--- config.mk ---
export PLATFORM = sky130hd
export DESIGN_NAME = sdhci_cmd_serializer
export DESIGN_NICKNAME = d
export VERILOG_FILES = /design/src/rtl/sdhci_cmd_serializer.sv
export SDC_FILE = /design/constraint.sdc
export NUM_CORES = 1
export LEC_CHECK = 0
export ABC_CLOCK_PERIOD_IN_PS = 2300
export CORE_ASPECT_RATIO = 0.7
export CORE_MARGIN = 1
export CORE_UTILIZATION = 54
export CTS_BUF_LIST = sky130_fd_sc_hd__clkbuf_8
export DETAILED_ROUTE_END_ITERATION = 8
export PLACE_DENSITY = 0.77
export SLEW_MARGIN = 0
export SYNTH_ARGS = -nofsm -noshare
export SYNTH_HDL_FRONTEND = slang
export SYNTH_SLANG_ARGS = --single-unit
--- constraint.sdc ---
create_clock -name clk_i -period 2.3 [get_ports clk_i]
set_input_delay 0.23 -clock clk_i [delete_from_list [all_inputs] [get_ports clk_i]]
set_output_delay 0.23 -clock clk_i [all_outputs]
set_load 0.02 [all_outputs]
--- src/rtl/sdhci_cmd_serializer.sv ---
// SD host CMD line transmitter: shifts out a 48-bit command frame
// (start, transmission, index, argument, CRC7, end) paced by an SD-clock strobe,
// then holds the line idle-high for NccCycles strobes before accepting a new command.
module sdhci_cmd_serializer #(
    parameter int unsigned NccCycles = 8
) (
    input  logic        clk_i,
    input  logic        rst_ni,
    input  logic        sd_strobe_i,
    input  logic        start_i,
    input  logic [5:0]  cmd_index_i,
    input  logic [31:0] cmd_arg_i,
    input  logic        abort_i,
    output logic        sd_cmd_o,
    output logic        sd_cmd_en_o,
    output logic        busy_o,
    output logic        done_o
);

    localparam int unsigned GapW = (NccCycles > 1) ? $clog2(NccCycles) : 1;
    localparam logic [GapW-1:0] GapLast = GapW'(NccCycles - 1);

    typedef enum logic [1:0] {
        StIdle,
        StSend,
        StGap
    } state_e;

    state_e          state_q, state_d;
    // Start + transmission bits are preloaded so b0..b39 all come from here.
    logic [39:0]     shift_q, shift_d;
    logic [6:0]      crc_q, crc_d;
    logic [5:0]      cnt_q, cnt_d;
    logic [GapW-1:0] gap_q, gap_d;
    logic            cmd_q, cmd_d;
    logic            en_q, en_d;
    logic            busy_q, busy_d;
    logic            done_q, done_d;

    function automatic logic [6:0] crc7_step(input logic [6:0] crc, input logic b);
        logic fb;
        fb = b ^ crc[6];
        return {crc[5:0], 1'b0} ^ (fb ? 7'h09 : 7'h00);
    endfunction

    // Next-state and output-register logic; abort overrides everything.
    always_comb begin
        state_d = state_q;
        shift_d = shift_q;
        crc_d   = crc_q;
        cnt_d   = cnt_q;
        gap_d   = gap_q;
        cmd_d   = cmd_q;
        en_d    = en_q;
        busy_d  = busy_q;
        done_d  = 1'b0;

        if (abort_i) begin
            state_d = StIdle;
            shift_d = '0;
            crc_d   = '0;
            cnt_d   = '0;
            gap_d   = '0;
            cmd_d   = 1'b1;
            en_d    = 1'b0;
            busy_d  = 1'b0;
        end else begin
            case (state_q)
                StIdle: begin
                    // A strobe in the acceptance cycle is ignored: we only reach SEND next cycle.
                    if (start_i && !busy_q) begin
                        shift_d = {2'b01, cmd_index_i, cmd_arg_i};
                        crc_d   = '0;
                        cnt_d   = '0;
                        gap_d   = '0;
                        busy_d  = 1'b1;
                        state_d = StSend;
                    end
                end
                StSend: begin
                    if (sd_strobe_i) begin
                        if (cnt_q < 6'd40) begin
                            cmd_d   = shift_q[39];
                            en_d    = 1'b1;
                            shift_d = {shift_q[38:0], 1'b0};
                            crc_d   = crc7_step(crc_q, shift_q[39]);
                            cnt_d   = cnt_q + 6'd1;
                        end else if (cnt_q < 6'd47) begin
                            // CRC register is shifted out MSB first, consuming it.
                            cmd_d = crc_q[6];
                            crc_d = {crc_q[5:0], 1'b0};
                            cnt_d = cnt_q + 6'd1;
                        end else if (cnt_q == 6'd47) begin
                            cmd_d = 1'b1;
                            cnt_d = cnt_q + 6'd1;
                        end else begin
                            cmd_d   = 1'b1;
                            en_d    = 1'b0;
                            done_d  = 1'b1;
                            gap_d   = '0;
                            state_d = StGap;
                        end
                    end
                end
                StGap: begin
                    if (sd_strobe_i) begin
                        if (gap_q == GapLast) begin
                            gap_d   = '0;
                            busy_d  = 1'b0;
                            state_d = StIdle;
                        end else begin
                            gap_d = gap_q + GapW'(1);
                        end
                    end
                end
                default: begin
                    state_d = StIdle;
                    cmd_d   = 1'b1;
                    en_d    = 1'b0;
                    busy_d  = 1'b0;
                end
            endcase
        end
    end

    // State and output registers; reset releases the line immediately.
    always_ff @(posedge clk_i or negedge rst_ni) begin
        if (!rst_ni) begin
            state_q <= StIdle;
            shift_q <= '0;
            crc_q   <= '0;
            cnt_q   <= '0;
            gap_q   <= '0;
            cmd_q   <= 1'b1;
            en_q    <= 1'b0;
            busy_q  <= 1'b0;
            done_q  <= 1'b0;
        end else begin
            state_q <= state_d;
            shift_q <= shift_d;
            crc_q   <= crc_d;
            cnt_q   <= cnt_d;
            gap_q   <= gap_d;
            cmd_q   <= cmd_d;
            en_q    <= en_d;
            busy_q  <= busy_d;
            done_q  <= done_d;
        end
    end

    assign sd_cmd_o    = cmd_q;
    assign sd_cmd_en_o = en_q;
    assign busy_o      = busy_q;
    assign done_o      = done_q;

endmodule
==> run summary <==
status -> finished, final reports clean
total negative setup slack -> 0 ns
Post-Syn Area -> 3030 sq um
Cell Rows -> 22
top achievable clock speed -> 0.5055 GHz
CP arrival -> 2.21 ns
setup violators final -> 0
crit-path max FO -> 79
Die W -> 91.54 um
Power Internal -> 1.910 mW
final core utilization -> 71.53%
Yosys reg bits -> 62
met2 WL post-DR -> 2752 um
Clk pwr share -> 36.2%
final wirelength -> 6306 um
met1 wire length -> 3125 um
Hold/Removal Path Class -> input pin to async pin
async set-reset flop share out of synthesis -> 100.0%
Yosys cell types -> 40
hpwl dp -> 4080 um
Max Transition Viols Final -> 0
Hold Buf Count CTS -> 0
CTS Sinks -> 62
Mapped Cells -> 287
Syn Nets -> 333
Final Wtd Congestion -> 0.8305
IO Pins -> 47
ys flop type -> dfrtp_1
drt wl/cell -> 15.46 um
Tot Pwr -> 2.670 mW
Net Sw Frac -> 28.45%
Flop pwr share -> 46.0%
post-CTS sizing -> 0
combinational share of power -> 17.7%
Worst Setup End Kind -> flop
Worst-Skew Late Latency -> 0.35 ns
Max Used Layer -> met4
cts bufs inserted -> 9
met3 wire len -> 346 um
Detailed Routing Iterations Pass 1 -> 4
initial antenna violation count -> 0
pre-CTS setup slack -> 0.04792 ns
Seq/Total Area, Yosys -> 51.24%
Critical Path RT -> 2.54 ns
Synth Warn # -> 0
CTS clk-pin slew, worst paths -> 0.07 ns
Starting DRT DRC Count -> 84
Post-Layout Inst Area -> 3800 sq um
vias in the first global route -> 2216
deepest clock path buffer count -> 2
Diodes inserted -> 0
area growth from synthesis to layout -> 25.39%
reported net switching power -> 0.7594 mW
area of the multi-input gates -> 1390 sq um
Clock Skews -> 0.007639 ns
die height -> 64.68 um
Leakage Power -> 1.628 nW
Routed Antenna Nets -> 0
fillers -> 404
placed cell area -> 3603 sq um
P per Cell Area -> 702.6 nW/um^2
die area -> 5920 sq um
first-pass GRT wire length -> 10980 um
Vias -> 2312
Worst-Margin Slew -> 0.7789 ns
Rel. slew slack -> 48.07%
Final period util -> 86.01%
Overflow after GRT -> 0
CTS Root Cell -> clkbuf_8
global-route usage over all layers -> 24.55%
Initial Utilization -> 57.04%
critical path class -> flop to flop
H-tree depth -> 3
share of cells above drive strength 1 -> 9.821%
setup bufs post-CTS -> 0
residual DRC count -> 0
IO buf count -> 46
DR vias/cell -> 5.667
startpoint types -> flop
Final min period -> 1.978 ns
unrepaired setup endpoints after global routing -> no
number of flops mapped to enable cells by yosys -> 0
number of nets in the layout -> 377
CTS tree -> yes
PnR worst setup slack -> 0.3217 ns
Hold Fails Final Rpt -> 0
core outline area -> 5313 sq um
maxcap violations -> 0
syn avg cell area -> 10.56 sq um
Reg area -> 1553 sq um
pin count of the biggest net entering global routing -> 80
maximum VDD drop -> 0.0005131 V
Yosys cell counts (3+ instances only):
library cell,count,area share [%]
o21ai_0,4,0.66
nor2b_1,3,0.62
nand2_1,10,1.2
a211oi_1,37,9.2
clkbuf_1,14,1.7
nand2b_1,4,0.83
buf_2,6,0.99
inv_1,4,0.50
xor2_1,3,0.87
ha_1,3,1.2
nor2_1,49,6.1
a21oi_1,6,0.99
mux2i_1,38,13
dfrtp_1,61,50
nand3_1,3,0.50
and3_1,3,0.62
a22o_1,10,2.9
stage by stage:
| step | instances | hold WS (ns) |
|---|---|---|
| 2_1_floorplan | 287 | -0.06559 |
| 3_3_place_gp | 392 | 0.4471 |
| 3_5_place_dp | 392 | 0.4455 |
| 4_1_cts | 408 | 0.06791 |
| 5_1_grt | 408 | 0.1031 |
| 6_report | 408 | 0.03700 |
path summary, 6_finish.rpt:
kind	start	end	slack, ns	depth (start not counted)
worst min-delay path	rst_ni	sd_cmd_en_o$_DFFE_PN0P_	0.04	2
worst max-delay path	busy_o$_DFFE_PN0P_	shift_q[24]$_DFFE_PN0P_	0.32	5
max in group asynchronous	rst_ni	shift_q[15]$_DFFE_PN0P_	1.74	2
min in group clk_i	abort_i	state_q[1]$_DFFE_PN0P_	0.33	2
worst min register to register	crc_q[0]$_DFFE_PN0P_	crc_q[0]$_DFFE_PN0P_	0.50	1
worst max register to register	busy_o$_DFFE_PN0P_	shift_q[24]$_DFFE_PN0P_	0.32	5
registers in the layout (all words and copies together), names as in the netlist:
signal,count
sd_cmd_en_o,1
shift_q,40
sd_cmd_o,1
crc_q,7
state_q,2
busy_o,1
cnt_q,6
done_o,1
gap_q,3
cells by family (layout without fill, tap and decap cells):
logic type | count (synthesis) | after routing | share of synthesized area (%)
and+or+nand+nor | 80 | 80 | 11.97
adders and majority gates | 3 | 3 | 1.239
muxes | 39 | 39 | 12.92
buffers and inverters | 26 | 75 | 3.509
xor gates and xnor gates | 5 | 5 | 1.445
DFF | 62 | 62 | 51.24
AOI/OAI and AO/OA | 72 | 72 | 17.67
final cells by class:
class | instances | area share (%)
clock buffers | 9 | 3.260
clock inverters | 7 | 1.910
inverters | 4 | 0.3951
multi-input cells | 199 | 36.58
flip-flops and latches | 62 | 40.86
well taps | 72 | 2.371
repair buffers | 55 | 14.62
power groups by stage:
stage | Sequential (mW) | Clock, mW | Combinational, mW
floorplan | 1.24 | 0 | 0.291
global placement | 1.24 | 0 | 0.461
detailed placement | 1.25 | 0 | 0.475
CTS | 1.23 | 0.989 | 0.478
global route | 1.24 | 1.03 | 0.532
finish | 1.23 | 0.968 | 0.473
cell usage in the layout (no fill, tap or decap), types with 3 or more instances in the layout:
cell type	Yosys	final
dfrtp_1	61	61
nor2_1	49	49
clkdlybuf4s50_1	0	44
mux2i_1	38	38
a211oi_1	37	37
nand2_1	10	10
a22o_1	10	10
clkbuf_8	0	9
a21oi_1	6	6
buf_4	0	6
nand2b_1	4	4
inv_1	4	4
o21ai_0	4	4
nand3_1	3	3
and3_1	3	3
xor2_1	3	3
ha_1	3	3
buf_12	0	3
critical path: stages, from the launching register on:
cell,delay (ns)
dfrtp_1,0.42
or3b_4,0.42
a221oi_4,0.31
buf_12,0.31
nor2_1,0.09
a211oi_1,0.27
routing by layer:
| metal | track usage (%) | up-vias |
|---|---|---|
| met3 | 5.751 | 9 |
| met2 | 35.15 | 59 |
| met4 | 11.31 | 0 |
| met1 | 35.45 | 1111 |
| met5 | 0 | - |
| li1 | - | 1133 |
Power figures use the tool's default switching activity.
